**config.mk**
```make
export PLATFORM = sky130hd
export DESIGN_NAME = dbus_arbiter_flat
export DESIGN_NICKNAME = d
export VERILOG_FILES = /design/src/rtl/dbus_arbiter_pkg.sv /design/src/rtl/dbus_arbiter_if.sv /design/src/rtl/dbus_arbiter_rr_pick2.sv /design/src/rtl/dbus_arbiter.sv /design/src/flat_wrapper.sv
export SDC_FILE = /design/constraint.sdc
export NUM_CORES = 1
export LEC_CHECK = 0
export CAP_MARGIN = 20
export CORE_UTILIZATION = 39
export DETAILED_ROUTE_END_ITERATION = 10
export GPL_ROUTABILITY_DRIVEN = 0
export PLACE_DENSITY = 0.77
export SLEW_MARGIN = 5
export SYNTH_ARGS = -nofsm -noshare
export SYNTH_HDL_FRONTEND = slang
export SYNTH_SLANG_ARGS = --single-unit
```
**constraint.sdc**
```tcl
create_clock -name clk -period 7.4 [get_ports clk]
set_input_delay 1.11 -clock clk [delete_from_list [all_inputs] [get_ports clk]]
set_output_delay 1.11 -clock clk [all_outputs]
set_load 0.1 [all_outputs]
```
**src/rtl/dbus_arbiter_pkg.sv**
```systemverilog
// rtl/dbus_arbiter_pkg.sv - shared types and constants for the data-bus arbiter
package dbus_arbiter_pkg;

   // Arbiter FSM states
   typedef enum logic {
      IDLE = 1'b0,
      BUSY = 1'b1
   } state_e;

   // Default number of BUSY cycles allowed before a transaction is aborted
   localparam int TIMEOUT_DEFAULT = 15;

   // Default address/data width
   localparam int AW_DEFAULT = 32;

   // Port indices, also the bit positions in the one-hot win vector
   localparam int PORT0 = 0;
   localparam int PORT1 = 1;

endpackage

```
**src/rtl/dbus_arbiter_if.sv**
```systemverilog
// rtl/dbus_arbiter_if.sv - request ports and memory-side bus of the arbiter
interface dbus_arbiter_if #(
   parameter int AW = 32
);
   // Port 0 (CPU load/store) and port 1 (DMA/debug) requests
   logic          req0;
   logic          req1;
   logic          we0;
   logic          we1;
   logic [AW-1:0] addr0;
   logic [AW-1:0] addr1;
   logic [AW-1:0] wdata0;
   logic [AW-1:0] wdata1;

   // Responses to the requesting ports
   logic          gnt0;
   logic          gnt1;
   logic          done0;
   logic          done1;
   logic          err;
   logic [AW-1:0] rdata;

   // Memory-side command and response
   logic          mem_en;
   logic          mem_we;
   logic [AW-1:0] mem_addr;
   logic [AW-1:0] mem_wdata;
   logic [AW-1:0] mem_rdata;
   logic          mem_ready;

   // Arbiter view: takes requests and memory responses, drives everything else
   modport slave (
      input  req0, req1, we0, we1, addr0, addr1, wdata0, wdata1,
      input  mem_rdata, mem_ready,
      output gnt0, gnt1, done0, done1, err, rdata,
      output mem_en, mem_we, mem_addr, mem_wdata
   );

   // Requester/memory view: the environment around the arbiter
   modport master (
      output req0, req1, we0, we1, addr0, addr1, wdata0, wdata1,
      output mem_rdata, mem_ready,
      input  gnt0, gnt1, done0, done1, err, rdata,
      input  mem_en, mem_we, mem_addr, mem_wdata
   );

endinterface

```
**src/rtl/dbus_arbiter_rr_pick2.sv**
```systemverilog
// rtl/dbus_arbiter_rr_pick2.sv - two-way round-robin pick, one-hot result
module rr_pick2
   import dbus_arbiter_pkg::*;
(
   input  logic       req0,
   input  logic       req1,
   input  logic       ptr,
   output logic [1:0] win
);

   // A lone request always wins; the pointer only breaks ties
   always_comb begin
      win = 2'b00;
      if (req0 && req1) begin
         win[PORT1] = ptr;
         win[PORT0] = ~ptr;
      end else begin
         win[PORT0] = req0;
         win[PORT1] = req1;
      end
   end

endmodule

```
**src/rtl/dbus_arbiter.sv**
```systemverilog
// rtl/dbus_arbiter.sv - two-port round-robin data-bus arbiter with ready timeout
module dbus_arbiter
   import dbus_arbiter_pkg::*;
#(
   parameter int TIMEOUT = TIMEOUT_DEFAULT,
   parameter int AW      = AW_DEFAULT
) (
   input  logic          clk,
   input  logic          rst,
   dbus_arbiter_if.slave bus
);

   localparam int            CW     = $clog2(TIMEOUT + 1);
   localparam logic [CW-1:0] TO_VAL = CW'(TIMEOUT);

   state_e        state_q, state_d;
   logic          ptr_q, ptr_d;        // 0 favours port 0, 1 favours port 1
   logic          owner_q, owner_d;    // port that owns the current transaction
   logic          we_q, we_d;
   logic [AW-1:0] addr_q, addr_d;
   logic [AW-1:0] wdata_q, wdata_d;
   logic [CW-1:0] cnt_q, cnt_d;
   logic [CW-1:0] cnt_inc;

   logic          gnt0_q, gnt0_d;
   logic          gnt1_q, gnt1_d;
   logic          done0_q, done0_d;
   logic          done1_q, done1_d;
   logic          err_q, err_d;
   logic [AW-1:0] rdata_q, rdata_d;
   logic          mem_en_q, mem_en_d;
   logic          mem_we_q, mem_we_d;

   logic [1:0]    win;

   rr_pick2 u_pick (
      .req0 (bus.req0),
      .req1 (bus.req1),
      .ptr  (ptr_q),
      .win  (win)
   );

   // Saturating increment so the BUSY counter can never wrap
   always_comb begin
      cnt_inc = (cnt_q == TO_VAL) ? cnt_q : cnt_q + CW'(1);
   end

   // Next-state and next-output logic for the IDLE/BUSY controller
   always_comb begin
      state_d  = state_q;
      ptr_d    = ptr_q;
      owner_d  = owner_q;
      we_d     = we_q;
      addr_d   = addr_q;
      wdata_d  = wdata_q;
      cnt_d    = cnt_q;
      rdata_d  = rdata_q;
      gnt0_d   = 1'b0;
      gnt1_d   = 1'b0;
      done0_d  = 1'b0;
      done1_d  = 1'b0;
      err_d    = 1'b0;
      mem_en_d = 1'b0;
      mem_we_d = 1'b0;

      case (state_q)
         IDLE: begin
            if (win != 2'b00) begin
               state_d  = BUSY;
               cnt_d    = '0;
               mem_en_d = 1'b1;
               if (win[PORT1]) begin
                  owner_d  = 1'b1;
                  we_d     = bus.we1;
                  addr_d   = bus.addr1;
                  wdata_d  = bus.wdata1;
                  mem_we_d = bus.we1;
                  gnt1_d   = 1'b1;
               end else begin
                  owner_d  = 1'b0;
                  we_d     = bus.we0;
                  addr_d   = bus.addr0;
                  wdata_d  = bus.wdata0;
                  mem_we_d = bus.we0;
                  gnt0_d   = 1'b1;
               end
            end
         end

         BUSY: begin
            // Ready wins over a timeout falling on the same edge
            if (bus.mem_ready) begin
               state_d = IDLE;
               ptr_d   = ~ptr_q;
               done0_d = ~owner_q;
               done1_d = owner_q;
               if (!we_q) begin
                  rdata_d = bus.mem_rdata;
               end
            end else if (cnt_inc == TO_VAL) begin
               state_d = IDLE;
               ptr_d   = ~ptr_q;
               done0_d = ~owner_q;
               done1_d = owner_q;
               err_d   = 1'b1;
               rdata_d = '0;
               cnt_d   = cnt_inc;
            end else begin
               cnt_d    = cnt_inc;
               mem_en_d = 1'b1;
               mem_we_d = we_q;
            end
         end

         default: begin
            state_d = IDLE;
         end
      endcase
   end

   // State and registered outputs; reset abandons any transaction in flight
   always_ff @(posedge clk or posedge rst) begin
      if (rst) begin
         state_q  <= IDLE;
         ptr_q    <= 1'b0;
         owner_q  <= 1'b0;
         we_q     <= 1'b0;
         addr_q   <= '0;
         wdata_q  <= '0;
         cnt_q    <= '0;
         rdata_q  <= '0;
         gnt0_q   <= 1'b0;
         gnt1_q   <= 1'b0;
         done0_q  <= 1'b0;
         done1_q  <= 1'b0;
         err_q    <= 1'b0;
         mem_en_q <= 1'b0;
         mem_we_q <= 1'b0;
      end else begin
         state_q  <= state_d;
         ptr_q    <= ptr_d;
         owner_q  <= owner_d;
         we_q     <= we_d;
         addr_q   <= addr_d;
         wdata_q  <= wdata_d;
         cnt_q    <= cnt_d;
         rdata_q  <= rdata_d;
         gnt0_q   <= gnt0_d;
         gnt1_q   <= gnt1_d;
         done0_q  <= done0_d;
         done1_q  <= done1_d;
         err_q    <= err_d;
         mem_en_q <= mem_en_d;
         mem_we_q <= mem_we_d;
      end
   end

   assign bus.gnt0      = gnt0_q;
   assign bus.gnt1      = gnt1_q;
   assign bus.done0     = done0_q;
   assign bus.done1     = done1_q;
   assign bus.err       = err_q;
   assign bus.rdata     = rdata_q;
   assign bus.mem_en    = mem_en_q;
   assign bus.mem_we    = mem_we_q;
   assign bus.mem_addr  = addr_q;
   assign bus.mem_wdata = wdata_q;

endmodule

```
**src/flat_wrapper.sv**
```systemverilog
// flat-port wrapper written by rule: the top's interface ports become plain ports
module dbus_arbiter_flat import dbus_arbiter_pkg::*;
#(
   parameter int TIMEOUT = TIMEOUT_DEFAULT,
   parameter int AW      = AW_DEFAULT
)
  (clk, rst, bus_req0, bus_req1, bus_we0, bus_we1, bus_addr0, bus_addr1, bus_wdata0, bus_wdata1, bus_mem_rdata, bus_mem_ready, bus_gnt0, bus_gnt1, bus_done0, bus_done1, bus_err, bus_rdata, bus_mem_en, bus_mem_we, bus_mem_addr, bus_mem_wdata);
  dbus_arbiter_if #(.AW(AW)) bus_i ();
  input  logic clk;
  input  logic rst;
  input wire logic [$bits(bus_i.req0)-1:0] bus_req0;
  input wire logic [$bits(bus_i.req1)-1:0] bus_req1;
  input wire logic [$bits(bus_i.we0)-1:0] bus_we0;
  input wire logic [$bits(bus_i.we1)-1:0] bus_we1;
  input wire logic [$bits(bus_i.addr0)-1:0] bus_addr0;
  input wire logic [$bits(bus_i.addr1)-1:0] bus_addr1;
  input wire logic [$bits(bus_i.wdata0)-1:0] bus_wdata0;
  input wire logic [$bits(bus_i.wdata1)-1:0] bus_wdata1;
  input wire logic [$bits(bus_i.mem_rdata)-1:0] bus_mem_rdata;
  input wire logic [$bits(bus_i.mem_ready)-1:0] bus_mem_ready;
  output wire logic [$bits(bus_i.gnt0)-1:0] bus_gnt0;
  output wire logic [$bits(bus_i.gnt1)-1:0] bus_gnt1;
  output wire logic [$bits(bus_i.done0)-1:0] bus_done0;
  output wire logic [$bits(bus_i.done1)-1:0] bus_done1;
  output wire logic [$bits(bus_i.err)-1:0] bus_err;
  output wire logic [$bits(bus_i.rdata)-1:0] bus_rdata;
  output wire logic [$bits(bus_i.mem_en)-1:0] bus_mem_en;
  output wire logic [$bits(bus_i.mem_we)-1:0] bus_mem_we;
  output wire logic [$bits(bus_i.mem_addr)-1:0] bus_mem_addr;
  output wire logic [$bits(bus_i.mem_wdata)-1:0] bus_mem_wdata;
  assign bus_i.req0 = bus_req0;
  assign bus_i.req1 = bus_req1;
  assign bus_i.we0 = bus_we0;
  assign bus_i.we1 = bus_we1;
  assign bus_i.addr0 = bus_addr0;
  assign bus_i.addr1 = bus_addr1;
  assign bus_i.wdata0 = bus_wdata0;
  assign bus_i.wdata1 = bus_wdata1;
  assign bus_i.mem_rdata = bus_mem_rdata;
  assign bus_i.mem_ready = bus_mem_ready;
  assign bus_gnt0 = bus_i.gnt0;
  assign bus_gnt1 = bus_i.gnt1;
  assign bus_done0 = bus_i.done0;
  assign bus_done1 = bus_i.done1;
  assign bus_err = bus_i.err;
  assign bus_rdata = bus_i.rdata;
  assign bus_mem_en = bus_i.mem_en;
  assign bus_mem_we = bus_i.mem_we;
  assign bus_mem_addr = bus_i.mem_addr;
  assign bus_mem_wdata = bus_i.mem_wdata;
  dbus_arbiter #(.TIMEOUT(TIMEOUT), .AW(AW)) u_core (.clk(clk), .rst(rst), .bus(bus_i));
endmodule
```
==> impl_metrics.yaml <==
outcome:
  outcome: "complete, no violations"
drt:
  vias_per_cell: 5.50
  drcViolationCount: 0
  vias: 5561
  routed_wl_um: 17200
  firstDrtPassIters: 5
  ant_nets: 0
  drtIter0Drc: 502
  wl_per_cell_um: 17.0
global_route:
  grt_max_degree: 97
  grt_first_pass_wirelength_um: 27000
  grt_remaining_overflow: 0
  grt_pass1_vias: 5412
  antenna_found_initial: 1
  grt_usage: 0.236
clock_tree:
  cts_buffer_depth: 2
  cts_tree: "built"
  clk_latency_ns: 0.34
  path_clk_slew_ns: 0.08
  hold_buffers: 0
  cts-resized-gates: 0
  cts_sinks: 110
  postCtsSetupRepairBufs: 0
  ctsRootBufferMaster: "clkbuf_16"
  cts_inserted_buffers: 9
  cts_htree_levels: 3
yosys:
  syn_nets: 770
  synthDistinctLibCells: 40
  ys_seq_area_frac: 0.514
  postSynthAreaPerCell_um2: 8.89
  ys_ff_latch: 110
  yosys_warnings: 0
  syn_area_um2: 5350
  syn_inst: 602
worst_hold_path:
  hp-class: "reg -> reg"
  worstHoldStart: "u_core.owner_q"
  min_path_cells: 1
  hold_end: "u_core.bus.done0"
run:
  maxCapViolCount: 0
cells_and_area:
  fillers: 1108
  drive_gt1_frac: 0.0383
  final_cell_mix: "clkdlybuf4s50_1, dfrtp_1, o21ai_0, nand3_1, nor2_1"
  final_nets: 998
  utilization: 0.631
  final_common_cell: "clkdlybuf4s50_1"
  synthToLayoutAreaGrowth_pct: 56.7
floorplanning:
  start_util: 0.403
  core_um2: 13300
  rows: 42
  io_pins: 270
  die_x_um: 119
  dieArea_um2: 14200
  dieHeight_um: 119
placement:
  dp_slack_ns: 3.46
  hpwl_um: 11900
  io_buffers: 269
sta:
  max_freq_ghz: 0.331
  hold_ws_ns: 0.422
  drv_slew: 0
  rsz0062_at_grt: "no"
  setup_ws_ns: 4.38
  layout_min_cycle_time_ns: 3.02
  worstMarginPinSlew_ns: 1.09
  setup_viol: 0
  maxSlewHeadroom: 0.274
  skew_ns: 0.00630
  fin_tns_setup_ns: 0
  fin_crit_sh: 0.408
  finalHoldViolCount: 0
worst_setup_path:
  r2r-start: "u_core.state_q"
  critPathSlowestCell: "clkdlybuf4s50_1"
  max_stage_delay_ns: 1.16
  reg2reg_depth: 5
  worst_setup_path_end_kind: "output pin"
  critPathTopFamily: "buffers and inverters"
  critPathMaxFanout: 4
  rrSetupSlack_ns: 5.00
  crit_buf_inv: 1
  start_kind: "flip-flop"
  crit_type: "reg -> out"
  timing.rr.end: "u_core.bus.mem_wdata[8]"
  crit_chain: "clkdlybuf4s50_1"
  cp_data_required_time_ns: 6.29
  crit_arrival_ns: 1.91
==> worst max path at each step <==
stage                                    start                 endpoint  slack, ns  cells past startpoint
after floorplan                            rst         u_core.bus.done0       3.39                      1
after global placement           bus_mem_ready     u_core.bus.rdata[13]       3.59                      4
after detailed placement         bus_mem_ready     u_core.bus.rdata[15]       3.46                      4
after CTS                        bus_mem_ready     u_core.bus.rdata[14]       3.83                      4
after global routing                  bus_req0  u_core.bus.mem_wdata[8]       4.22                      5
final                     u_core.bus.rdata[21]            bus_rdata[21]       4.38                      1
==> stage by stage <==
stage	std cells	cell area, um2
after floorplan	602	5350
after detailed placement	994	8060
after global placement	993	8040
after CTS	1010	8370
after global routing	1012	8390
final	1012	8390
==> sequential cells by signal, indices dropped and copies added, names as in the netlist <==
register,cells
u_core.bus.done0,1
u_core.bus.done1,1
u_core.bus.err,1
u_core.bus.gnt0,1
u_core.bus.gnt1,1
u_core.bus.mem_addr,32
u_core.bus.mem_wdata,32
u_core.bus.mem_we,1
u_core.bus.rdata,32
u_core.cnt_q,4
u_core.owner_q,1
u_core.ptr_q,1
u_core.state_q,1
u_core.we_q,1
==> layer usage <==
metal | vias up | wire (um) | track usage | part of all wire
met5 | - | 0 | 0 | 0
met4 | 0 | 556 | 0.107 | 0.032
met3 | 35 | 1180 | 0.0412 | 0.068
met2 | 246 | 8440 | 0.395 | 0.49
met1 | 2653 | 7050 | 0.298 | 0.41
li1 | 2627 | - | - | -
==> kinds of logic after synthesis <==
kind of cell,share of synthesized area
adder cells (fa/ha/maj),0.00234
AO/OA/AOI/OAI,0.238
multiplexers,0.00374
flip-flops,0.514
AND/OR/NAND/NOR,0.180
buffers and inverters,0.0582
XOR/XNOR,0.00327
==> worst reg2reg max path, delay by kind of cell, from the launching register on <==
kind / cells / cell delay, ns
compound gates: 2 / 0.74
buf+inv: 2 / 1.00
simple gates: 1 / 0.18
flops: 1 / 0.40
==> cell usage after synthesis (all sizes together) <==
cell     number  area share
dfrtp       110        0.51
o21ai        90       0.084
nand3        70       0.065
nor2         67       0.047
a31oi        66       0.077
nand2        56       0.039
clkbuf       37       0.026
buf          24       0.028
a22o         23       0.038
a21oi         6      0.0056
and3          5      0.0058
inv           5      0.0035
o2111ai       5      0.0082
a22oi         4      0.0056
nor2b         4      0.0047
o2bb2ai       4      0.0065
nand2b        3      0.0035
mux2i         2      0.0037
nand4bb       2      0.0042
nor3          2      0.0019
o22ai         2      0.0023
xnor2         2      0.0033
a211oi        1      0.0014
a21boi        1      0.0014
a32oi         1      0.0016
a41o          1      0.0019
and2          1      0.0012
and3b         1      0.0016
and4          1      0.0016
clkinv        1     0.00070
ha            1      0.0023
nand4         1      0.0040
o21a          1      0.0014
o21ba         1      0.0019
o21bai        1      0.0014
==> layout make-up <==
class	count	area (um2)	share of cell area
clock inverter	7	81.3	0.00970
antenna	1	2.50	0.000298
tap	176	220	0.0263
timing repair buffer	278	2780	0.331
clock buffer	9	225	0.0268
inverter	6	25.0	0.00298
sequential	110	2750	0.328
multi-input combinational	425	2310	0.275
Power is not shown: default switching activity piles up to over one toggle a cycle in this logic, so the estimate is an artifact.
